$ cat src/rtl/cpu_pkg.sv
// rtl/cpu_pkg.sv - shared CPU widths and register-file types
package cpu_pkg;
    localparam int DATA_W     = 8;
    localparam int REG_ADDR_W = 3;
    localparam int NREGS      = 8;

    typedef logic [DATA_W-1:0]     data_t;
    typedef logic [REG_ADDR_W-1:0] reg_addr_t;
endpackage

$ cat src/rtl/ld_scoreboard.sv
// rtl/ld_scoreboard.sv - single outstanding load tracking: busy bits, pending flag, cancel
module ld_scoreboard
    import cpu_pkg::*;
#(
    parameter int NREGS = cpu_pkg::NREGS
) (
    input  logic                  clk,
    input  logic                  rst,
    input  logic                  ld_issue,
    input  logic [REG_ADDR_W-1:0] ld_addr,
    input  logic                  ld_done,
    input  logic                  wr_en,
    input  logic [REG_ADDR_W-1:0] wr_addr,
    input  logic [REG_ADDR_W-1:0] ra_addr,
    input  logic [REG_ADDR_W-1:0] rb_addr,
    output logic                  ld_pending,
    output logic                  ra_busy,
    output logic                  rb_busy,
    output logic                  ld_commit,
    output logic [REG_ADDR_W-1:0] ld_commit_addr
);

    logic [NREGS-1:0] busy_q, busy_d;
    logic             pending_q, pending_d;
    reg_addr_t        addr_q, addr_d;
    logic             accept;
    logic             cancel;

    // Only one load is in flight, so the busy bit at the latched address
    // doubles as the "not cancelled" flag.
    always_comb begin
        accept    = ld_issue && !pending_q;
        cancel    = wr_en && busy_q[wr_addr];
        ld_commit = ld_done && pending_q && busy_q[addr_q] && !cancel;
        busy_d    = busy_q;
        pending_d = pending_q;
        addr_d    = addr_q;
        if (cancel) begin
            busy_d[wr_addr] = 1'b0;
        end
        if (ld_done && pending_q) begin
            busy_d[addr_q] = 1'b0;
            pending_d      = 1'b0;
        end
        if (accept) begin
            busy_d[ld_addr] = 1'b1;
            pending_d       = 1'b1;
            addr_d          = ld_addr;
        end
    end

    always_ff @(posedge clk) begin
        if (rst) begin
            busy_q    <= '0;
            pending_q <= 1'b0;
            addr_q    <= '0;
        end else begin
            busy_q    <= busy_d;
            pending_q <= pending_d;
            addr_q    <= addr_d;
        end
    end

    assign ld_pending     = pending_q;
    assign ra_busy        = busy_q[ra_addr];
    assign rb_busy        = busy_q[rb_addr];
    assign ld_commit_addr = addr_q;

endmodule

$ cat src/rtl/reg_file_wb.sv
// rtl/reg_file_wb.sv - register file with write-back stage, read bypass and load scoreboard
module reg_file_wb
    import cpu_pkg::*;
#(
    parameter int NREGS = cpu_pkg::NREGS,
    parameter int DW    = cpu_pkg::DATA_W
) (
    input  logic                  clk,
    input  logic                  rst,
    input  logic                  wr_en,
    input  logic [REG_ADDR_W-1:0] wr_addr,
    input  logic [DW-1:0]         wr_data,
    input  logic [REG_ADDR_W-1:0] ra_addr,
    input  logic [REG_ADDR_W-1:0] rb_addr,
    output logic [DW-1:0]         ra_data,
    output logic [DW-1:0]         rb_data,
    output logic                  ra_busy,
    output logic                  rb_busy,
    input  logic                  ld_issue,
    input  logic [REG_ADDR_W-1:0] ld_addr,
    input  logic                  ld_done,
    input  logic [DW-1:0]         ld_data,
    output logic                  ld_pending
);

    logic [DW-1:0] regs_q [NREGS];
    logic          wb_valid_q;
    reg_addr_t     wb_addr_q;
    logic [DW-1:0] wb_data_q;
    logic          ld_commit;
    reg_addr_t     ld_commit_addr;

    ld_scoreboard #(
        .NREGS(NREGS)
    ) u_ld_scoreboard (
        .clk           (clk),
        .rst           (rst),
        .ld_issue      (ld_issue),
        .ld_addr       (ld_addr),
        .ld_done       (ld_done),
        .wr_en         (wr_en),
        .wr_addr       (wr_addr),
        .ra_addr       (ra_addr),
        .rb_addr       (rb_addr),
        .ld_pending    (ld_pending),
        .ra_busy       (ra_busy),
        .rb_busy       (rb_busy),
        .ld_commit     (ld_commit),
        .ld_commit_addr(ld_commit_addr)
    );

    // The load write is placed last so it wins over a same-edge wb commit.
    always_ff @(posedge clk) begin
        if (rst) begin
            for (int i = 0; i < NREGS; i++) begin
                regs_q[i] <= '0;
            end
            wb_valid_q <= 1'b0;
            wb_addr_q  <= '0;
            wb_data_q  <= '0;
        end else begin
            wb_valid_q <= wr_en;
            wb_addr_q  <= wr_addr;
            wb_data_q  <= wr_data;
            if (wb_valid_q) begin
                regs_q[wb_addr_q] <= wb_data_q;
            end
            if (ld_commit) begin
                regs_q[ld_commit_addr] <= ld_data;
            end
        end
    end

    assign ra_data = (wb_valid_q && (wb_addr_q == ra_addr)) ? wb_data_q : regs_q[ra_addr];
    assign rb_data = (wb_valid_q && (wb_addr_q == rb_addr)) ? wb_data_q : regs_q[rb_addr];

endmodule

$ cat config.mk
export PLATFORM = sky130hd
export DESIGN_NAME = reg_file_wb
export DESIGN_NICKNAME = d
export VERILOG_FILES = /design/src/rtl/cpu_pkg.sv /design/src/rtl/ld_scoreboard.sv /design/src/rtl/reg_file_wb.sv
export SDC_FILE = /design/constraint.sdc
export NUM_CORES = 1
export LEC_CHECK = 0
export CORE_MARGIN = 5
export CORE_UTILIZATION = 50
export CTS_BUF_LIST = sky130_fd_sc_hd__clkbuf_2
export DETAILED_ROUTE_END_ITERATION = 6
export GPL_ROUTABILITY_DRIVEN = 0
export PLACE_DENSITY = 0.74
export RECOVER_POWER = 50
export SLEW_MARGIN = 20
export SYNTH_ARGS = -nofsm -noshare
export SYNTH_HDL_FRONTEND = slang
export SYNTH_SLANG_ARGS = --single-unit
$ cat constraint.sdc
create_clock -name clk -period 2.6 [get_ports clk]
set_clock_uncertainty 0.2 [all_clocks]
set_input_delay 0.52 -clock clk [delete_from_list [all_inputs] [get_ports clk]]
set_output_delay 0.52 -clock clk [all_outputs]
set_load 0.02 [all_outputs]
Word level (Yosys, flattened, before mapping)
Memories as Yosys holds them, arrays and structs flattened.
Index checks and enable logic that the tools add are counted.

operators by class
  $lt $le $gt $ge = 8
  equality and inequality tests = 2
  muxes and demuxes = 35
  bitwise gates (word level) = 5
  reduce and logical (&&, ||, !) cells = 15

operators with widths
  cell                                                                                 number
  8-bit 2-to-1 mux                                                                     7
  3-bit by 4-bit less-than comparator with 1-bit output, second input constant         5
  1-bit 2-to-1 mux                                                                     19
  8-bit bitwise AND                                                                    2
  8-bit NOT                                                                            2
  8-bit OR reduction                                                                   2
  1-bit binary-select mux with 3-bit select                                            4
  1-bit logical AND                                                                    10
  1-bit demux with 3-bit select                                                        3
  3-bit by 1-bit greater-or-equal comparator with 1-bit output, second input constant  3
  8-bit OR                                                                             1
  3-bit equality test                                                                  2
  3-bit 2-to-1 mux                                                                     2
  1-bit zero test                                                                      2
  2-bit nonzero test                                                                   1

word-level totals
  register bits after elaboration = 24
  memory bits (writable) = 64
  input bits = 33
  memories kept = 1

memories
  name    words  bits a word  rd ports  clocked after Yosys merged registers in  write ports  RTL line           source
  regs_q  8      8            2         0                                        8            reg_file_wb.sv:26  logic [DW-1:0] regs_q [NREGS];

Longest topological paths before layout
Gate-level depths: netlist of run 1.

  depth after elaboration = 11
  depth in mapped cells = 6

Cells and area by module
Synthesis of run 1 repeated with hierarchy kept, for this count alone.

unflattened totals
  cell total of the unflattened synthesis = 387
  area total of the unflattened synthesis = 5412.7 µm²

by module, submodules not included
  module         times used  cells an instance  area an instance (µm²)
  reg_file_wb    1           303                4610.7
  ld_scoreboard  1           84                 802.0

Worst setup path before layout of run 1
OpenSTA, ideal clock, no wires.

  kind = input to output
  start = in ra_addr[0]
  end = out ra_busy
  arrival time = 1959 ps
  required time = 1880 ps
  slack = -79 ps
  cell stages on the path = 4
  cell sequence = buf_2 -> buf_2 -> mux4_2 -> mux2_2

between the ends
  word-level cells in the longest chain between the ends = 2

RTL lines
  element                                    RTL line             source
  from (decl)                                reg_file_wb.sv:13    input logic [REG_ADDR_W-1:0] ra_addr,
  1-bit binary-select mux with 3-bit select  ld_scoreboard.sv:65  assign ra_busy = busy_q[ra_addr];
  1-bit 2-to-1 mux (implied by the code)     ld_scoreboard.sv:65
  to (decl)                                  reg_file_wb.sv:17    output logic ra_busy,

Every way passes these cells. The select of a mux whose other input is x is not followed.

==> impl_metrics.py, run 1 <==
metrics = {
    "global_routing": {
        "grt_max_degree": 22,
        "grt_use_total_pct": 25.6,
        "antenna_found_initial": 0,
        "grt_pass1_vias": 4453,
        "grt_overflow": 0,
        "grt_first_pass_wirelength_mm": 24.9,
    },
    "clock_tree": {
        "cts_tree": "yes",
        "number_of_buffers_on_the_longest_clock_path": 2,
        "worst_setup_hold_path_clk_slew_ps": 240,
        "tritoncts_num_sinks": 88,
        "cts_made_buffers": 9,
        "postCtsHoldBufs": 0,
        "ctsHtreeMaxLevel": 3,
        "clk-insertion-delay-late_ps": 560,
        "ctsRootBufferMaster": "sky130_fd_sc_hd__clkbuf_2",
    },
    "worst_setup_path": {
        "worst-r2r-setup-slack_ps": -80,
        "path_class": "flop to primary output",
        "critPathArrivalTime_ps": 2030,
        "timing.critical_path.from_type": "flop",
        "worst_setup_path_end_kind": "primary output",
        "worst_ep_required_time_ps": 1880,
        "reg2reg_depth": 7,
        "worst_r2r_startpoint": "u_ld_scoreboard.busy_q[3]",
        "timing.rr.end": "regs_q[3][0]",
        "timing.critical_path.fanout_max": 2,
    },
    "final_layout": {
        "layout-drive-gt1-share_pct": 26.1,
        "n_fill_cell": 856,
        "final_cell_area_sq_mm": 0.00665,
        "postLayoutCoreUtil_pct": 61.6,
        "num_antenna_cells": 0,
        "area_growth_syn_to_layout_pct": 21.5,
        "finish.cell_count_without_fillers": 699,
        "final_nets": 587,
    },
    "logic_synthesis": {
        "synth-seq-cells": 88,
        "mean_area_per_synthesized_cell_sq_um": 11.7,
        "synth_fp_nets": 501,
        "synth_top_area_cell": "sky130_fd_sc_hd__edfxtp_1",
        "cell_count_after_synthesis": 468,
        "yosysWarnings": 0,
        "synth_seq_area_share_pct": 43.9,
        "cell_area_after_synthesis_sq_mm": 0.00547,
        "synth_cell_types": 35,
        "synth.top_cells.by_area": "sky130_fd_sc_hd__edfxtp_1 35%, sky130_fd_sc_hd__mux4_2 16%, sky130_fd_sc_hd__mux2i_1 15%, sky130_fd_sc_hd__dfxtp_1 8.8%, sky130_fd_sc_hd__nand2_1 5.4%",
        "synth_top_cell_area_share_pct": 35.1,
    },
    "timing": {
        "timing.fmax_mhz": 363,
        "hold_viol": 0,
        "min_cycle_time_layout_ps": 2750,
        "tightest_slew_ps": 1020,
        "setup_slack_ps": -153,
        "drv_slew": 0,
        "count_of_endpoints_failing_setup_in_the_final_report": 70,
        "final.setup.tns_ps": -2820,
        "relSlewSlack_pct": 31.9,
        "fin_crit_sh_pct": 106,
        "rsz0062_at_grt": "true",
    },
    "min_path": {
        "min_path_cells": 2,
        "min_from": "wr_addr[2]",
        "hp-class": "input port to flop",
        "timing.hold.worst_endpoint": "wb_addr_q[2]",
    },
    "floorplanning": {
        "placeableCoreArea_sq_mm": 0.0108,
        "die_height_microns": 115,
        "die_width_microns": 115,
        "rows": 38,
        "top_level_ports": 52,
        "floorplan_die_area_sq_mm": 0.0131,
        "floorplan.initialDensity_pct": 50.7,
    },
    "route": {
        "wl_per_cell_microns": 23.6,
        "antenna_left": 0,
        "drc_errors": 0,
        "num_vias": 4381,
        "routed_via_density": 6.27,
        "dr.pass1.iters": 5,
        "drt-initial-drc-count": 400,
        "routed_wirelength_mm": 16.5,
    },
    "placed_design": {
        "dp_hpwl_mm": 11.7,
        "placement.io_buffers": 51,
        "instance_count_after_placement_with_tap_cells_included": 674,
        "placement.cell_area_sq_mm": 0.00661,
    },
    "run_status": {
        "violations": "negative setup slack",
        "status": "finished with violations",
    },
    "power_and_ir_drop": {
        "vdd_ir_drop_max_mv": 0.230,
        "power.density_cell_area_mw_per_mm2": 418,
        "report.power.total_mw": 2.78,
        "total_leakage_power_nw": 2.97,
    },
    "run": {
        "max_cap_viols": 0,
    },
}
final cells by class:
class | instances | area (sq um) | area share [%]
well taps | 140 | 175 | 2.63
multi-input cells | 332 | 2850 | 42.8
repair buffers | 113 | 1090 | 16.4
flip-flops and latches | 88 | 2410 | 36.3
inverters | 10 | 37.5 | 0.565
clock buffers | 10 | 50.0 | 0.753
clock inverters | 6 | 35.0 | 0.527
worst max-delay path, cell delays in order (launching register included):
cell and delay, ps:
sky130_fd_sc_hd__edfxtp_1 480, sky130_fd_sc_hd__mux4_2 540, sky130_fd_sc_hd__mux2i_4 210, sky130_fd_sc_hd__a21oi_2 70, sky130_fd_sc_hd__buf_2 160
how the worst max path moves through the flow:
stage | slack [ps] | from | to
final | -150 | regs_q[3][3] | rb_data[3]
after global routing | -230 | regs_q[2][3] | rb_data[3]
after CTS | -130 | regs_q[6][3] | rb_data[3]
after detailed placement | -810 | rb_addr[0] | rb_data[3]
after global placement | -760 | rb_addr[0] | rb_data[3]
after floorplan | 0.6 | wr_addr[1] | regs_q[1][0]
cell usage in the layout (no fill, tap or decap), drive strengths merged, types with 3 or more instances in the layout:
| master | netlist | final |
|---|---|---|
| a211o | 11 | 11 |
| a21oi | 17 | 17 |
| buf | 21 | 71 |
| clkbuf | 18 | 20 |
| clkdlybuf4s50 | 0 | 26 |
| clkinv | 0 | 4 |
| dfxtp | 24 | 24 |
| edfxtp | 64 | 64 |
| inv | 10 | 11 |
| mux2 | 3 | 4 |
| mux2i | 83 | 83 |
| mux4 | 40 | 40 |
| nand2 | 79 | 79 |
| nand2b | 10 | 10 |
| nor2 | 37 | 37 |
| nor2b | 14 | 14 |
| nor3 | 4 | 4 |
| o211ai | 3 | 3 |
| o22ai | 5 | 5 |
| o311ai | 4 | 4 |
| xnor2 | 6 | 6 |
cell usage after synthesis:
library cell	number
sky130_fd_sc_hd__or3b_2	1
sky130_fd_sc_hd__dfxtp_1	24
sky130_fd_sc_hd__nor2b_1	14
sky130_fd_sc_hd__a311o_2	1
sky130_fd_sc_hd__a211oi_1	1
sky130_fd_sc_hd__mux2_4	1
sky130_fd_sc_hd__and3b_1	1
sky130_fd_sc_hd__a21oi_1	17
sky130_fd_sc_hd__nand3b_1	2
sky130_fd_sc_hd__mux4_1	2
sky130_fd_sc_hd__nand4_1	2
sky130_fd_sc_hd__clkbuf_2	1
sky130_fd_sc_hd__nand2b_1	10
sky130_fd_sc_hd__mux2i_1	83
sky130_fd_sc_hd__a211o_1	11
sky130_fd_sc_hd__nand3_1	2
sky130_fd_sc_hd__o21ai_0	1
sky130_fd_sc_hd__edfxtp_1	64
sky130_fd_sc_hd__or3_1	1
sky130_fd_sc_hd__nor2_1	37
sky130_fd_sc_hd__nor3_1	4
sky130_fd_sc_hd__buf_6	8
sky130_fd_sc_hd__inv_1	10
sky130_fd_sc_hd__mux4_2	38
sky130_fd_sc_hd__o32ai_1	2
sky130_fd_sc_hd__xnor2_1	6
sky130_fd_sc_hd__o211ai_1	3
sky130_fd_sc_hd__buf_2	6
sky130_fd_sc_hd__nand2_1	79
sky130_fd_sc_hd__buf_1	7
sky130_fd_sc_hd__o221ai_1	1
sky130_fd_sc_hd__o311ai_0	4
sky130_fd_sc_hd__o22ai_1	5
sky130_fd_sc_hd__mux2_2	2
sky130_fd_sc_hd__clkbuf_1	17
layer usage:
metal	wire length, microns	GRT usage, %
met2	8370	43.7
met3	1620	3.44
met1	5930	32.8
met4	571	10.6
met5	0	0
sequential cells by signal (all words and copies together) (netlist names):
register and flops:
u_ld_scoreboard.busy_q 8, regs_q 64, wb_data_q 8, u_ld_scoreboard.ld_commit_addr 3, wb_addr_q 3, u_ld_scoreboard.ld_pending 1, wb_valid_q 1
power breakdown:
part / switching (mW) / internal (mW) / total (mW)
clock network: 0.479 / 0.125 / 0.604
logic: 0.294 / 0.284 / 0.578
registers: 0.0451 / 1.55 / 1.60
total: 0.818 / 1.96 / 2.78
logic make-up (layout without fill, tap and decap cells):
family	after synthesis	after routing	synth area share [%]
multiplexers	126	127	32.5
AND/OR/NAND/NOR	153	153	12.2
buffers and inverters	49	139	4.62
XOR/XNOR	6	6	0.960
AO/OA/AOI/OAI	46	46	5.85
flip-flops	88	88	43.9
through the flow:
stage / hold slack, ps / setup slack (ps)
3_5_place_dp: 325 / -808
6_report: 191 / -153
3_3_place_gp: 320 / -755
4_1_cts: 246 / -131
2_1_floorplan: 294 / 0.594
5_1_grt: 192 / -228
what timing repair did:
item | in CTS | in global routing
cloned | 2 | 1
endpoints found under the hold margin | 0 | 0
resized for setup | 106 | 9
setup endpoints to repair | 26 | 22
pin swaps | 8 | 6
setup buffers | 5 | 1
Power figures use the tool's default switching activity.
==> run 2, diff against run 1 <==
CORE_MARGIN = not set   (was 5)
==> run 2 against run 1 <==
- the flow still finishes with violations (negative setup slack)
- combinational power rose by 5.2%
- final cell count up 1.4%
- clock power grew 5.0%
- largest cell class unchanged
- critical endpoint is now rb_data[7]
==> impl_metrics.py, run 2 (synthesis results as in run 1) <==
metrics = {
    "power_and_ir_drop": {
        "vdd_ir_drop_max_mv": 0.224,
        "report.power.total_mw": 2.85,
        "total_leakage_power_nw": 3.06,
        "power.density_cell_area_mw_per_mm2": 417,
    },
    "floorplanning": {
        "placeableCoreArea_sq_mm": 0.0105,
        "die_width_microns": 107,
        "rows": 37,
        "floorplan_die_area_sq_mm": 0.0114,
        "die_height_microns": 107,
        "top_level_ports": 52,
        "floorplan.initialDensity_pct": 52.3,
    },
    "final_layout": {
        "multi_input_area_sq_mm": 0.00285,
        "postLayoutCoreUtil_pct": 65.4,
        "largestRegisters": "regs_q x64, u_ld_scoreboard.busy_q x8, wb_data_q x8",
        "area.sequential_sq_mm": 0.00242,
        "final_nets": 601,
        "n_fill_cell": 814,
        "largest_register_ffs": 64,
        "finish.cell_count_without_fillers": 709,
        "num_antenna_cells": 0,
        "final_cell_mix": "79 x sky130_fd_sc_hd__nand2_1, 79 x sky130_fd_sc_hd__mux2i_1, 69 x sky130_fd_sc_hd__buf_4, 64 x sky130_fd_sc_hd__edfxtp_1, 38 x sky130_fd_sc_hd__mux4_2",
        "largest_reg_by_ff_count": "regs_q",
        "layout-drive-gt1-share_pct": 29.1,
        "final_cell_area_sq_mm": 0.00684,
        "area_growth_syn_to_layout_pct": 25.0,
    },
    "timing": {
        "setup_slack_ps": -212,
        "min_cycle_time_layout_ps": 2810,
        "tightest_slew_ps": 675,
        "count_of_endpoints_failing_setup_in_the_final_report": 100,
        "relSlewSlack_pct": 55.0,
        "hold_viol": 0,
        "fin_crit_sh_pct": 108,
        "timing.fmax_mhz": 356,
        "rsz0062_at_grt": "true",
        "drv_slew": 0,
    },
    "placed_design": {
        "dp_worst_setup_slack_ps": -835,
        "dp_hpwl_mm": 12.0,
        "placement.cell_area_sq_mm": 0.00654,
        "instance_count_after_placement_with_tap_cells_included": 675,
        "placement.io_buffers": 51,
    },
    "run_status": {
        "status": "finished with violations",
        "violations": "negative setup slack",
    },
    "run": {
        "max_cap_viols": 0,
    },
    "clock_tree": {
        "ctsRootBufferMaster": "sky130_fd_sc_hd__clkbuf_2",
        "tritoncts_num_sinks": 88,
        "cts_made_buffers": 9,
        "clk-insertion-delay-late_ps": 540,
        "number_of_buffers_on_the_longest_clock_path": 2,
        "worst_setup_hold_path_clk_slew_ps": 280,
        "ctsHtreeMaxLevel": 3,
        "cts_tree": "yes",
    },
    "route": {
        "drc_errors": 0,
        "routed_wirelength_mm": 16.9,
        "dr.pass1.iters": 5,
        "num_vias": 4487,
        "wl_per_cell_microns": 23.8,
        "drt-initial-drc-count": 503,
        "antenna_left": 0,
        "routed_via_density": 6.33,
    },
    "worst_setup_path": {
        "path_class": "flop to primary output",
        "worst_ep_required_time_ps": 1880,
        "timing.critical_path.from_type": "flop",
        "reg2reg_depth": 7,
        "worst_setup_path_end_kind": "primary output",
        "critPathArrivalTime_ps": 2090,
        "timing.critical_path.fanout_max": 2,
    },
    "min_path": {
        "min_path_cells": 2,
        "hp-class": "input port to flop",
    },
    "global_routing": {
        "grt_pass1_vias": 4463,
        "grt_use_total_pct": 30.9,
        "grt_max_degree": 17,
        "antenna_found_initial": 0,
        "grt_overflow": 0,
        "grt_first_pass_wirelength_mm": 25.4,
    },
}
## run 2: cell types whose count changed in the layout (fill, tap and decap cells not counted), sizes merged
| cell | change |
|---|---|
| buf | +18 |
| clkbuf | -4 |
| dlymetal6s2s | -1 |
| inv | +1 |
| dlygate4sd3 | +1 |
| mux2 | -1 |
| clkinv | -3 |
| bufbuf | +1 |
| clkinvlp | +2 |
## run 2: final timing paths
kind                              startpoint                         end  slack, ps
hold / removal                    wr_data[6]                wb_data_q[6]        270
setup reg to reg   u_ld_scoreboard.busy_q[3]                regs_q[3][5]       -110
hold reg to reg   u_ld_scoreboard.ld_pending  u_ld_scoreboard.ld_pending        360
setup / recovery                regs_q[2][7]                  rb_data[7]       -210
## run 2: stage by stage
step           TNS (ps)  hold WS (ps)
3_3_place_gp     -74350           318
5_1_grt          -10230           244
3_5_place_dp     -80830           328
2_1_floorplan         0           294
4_1_cts           -1570           244
6_report          -5930           272
## run 2: repair_timing
| item | CTS | global route |
|---|---|---|
| endpoints found under the setup margin | 26 | 23 |
| buffers inserted | 14 | 0 |
| cloned | 4 | 0 |
| pin swaps | 13 | 3 |
| hold buffers | 0 | 0 |
| gates resized for setup | 114 | 14 |
## run 2: layout make-up
class | instances | area share, %
inverter | 10 | 0.549
tap | 136 | 2.49
sequential | 88 | 35.3
clock buffer | 10 | 0.732
clock inverter | 6 | 0.640
multi-input combinational | 331 | 41.6
timing repair buffer | 128 | 18.6
## run 2: critical path, stage by stage, from the launching register on
cell and delay, ps:
sky130_fd_sc_hd__edfxtp_1 470, sky130_fd_sc_hd__buf_4 150, sky130_fd_sc_hd__mux4_2 460, sky130_fd_sc_hd__mux2i_2 180, sky130_fd_sc_hd__a21oi_1 100, sky130_fd_sc_hd__buf_4 170
## run 2: report_power, final
group,switching [mW],internal [mW]
Clock,0.501,0.132
Combinational,0.299,0.309
Sequential,0.0536,1.55
Total,0.854,2.00
## run 2: metal layers
layer	vias to the layer above	track usage, %	part of all wire [%]
met2	312	50.8	47
li1	1941	-	-
met4	0	14.6	4.7
met1	2165	39.6	37
met5	-	0	0
met3	69	5.78	11
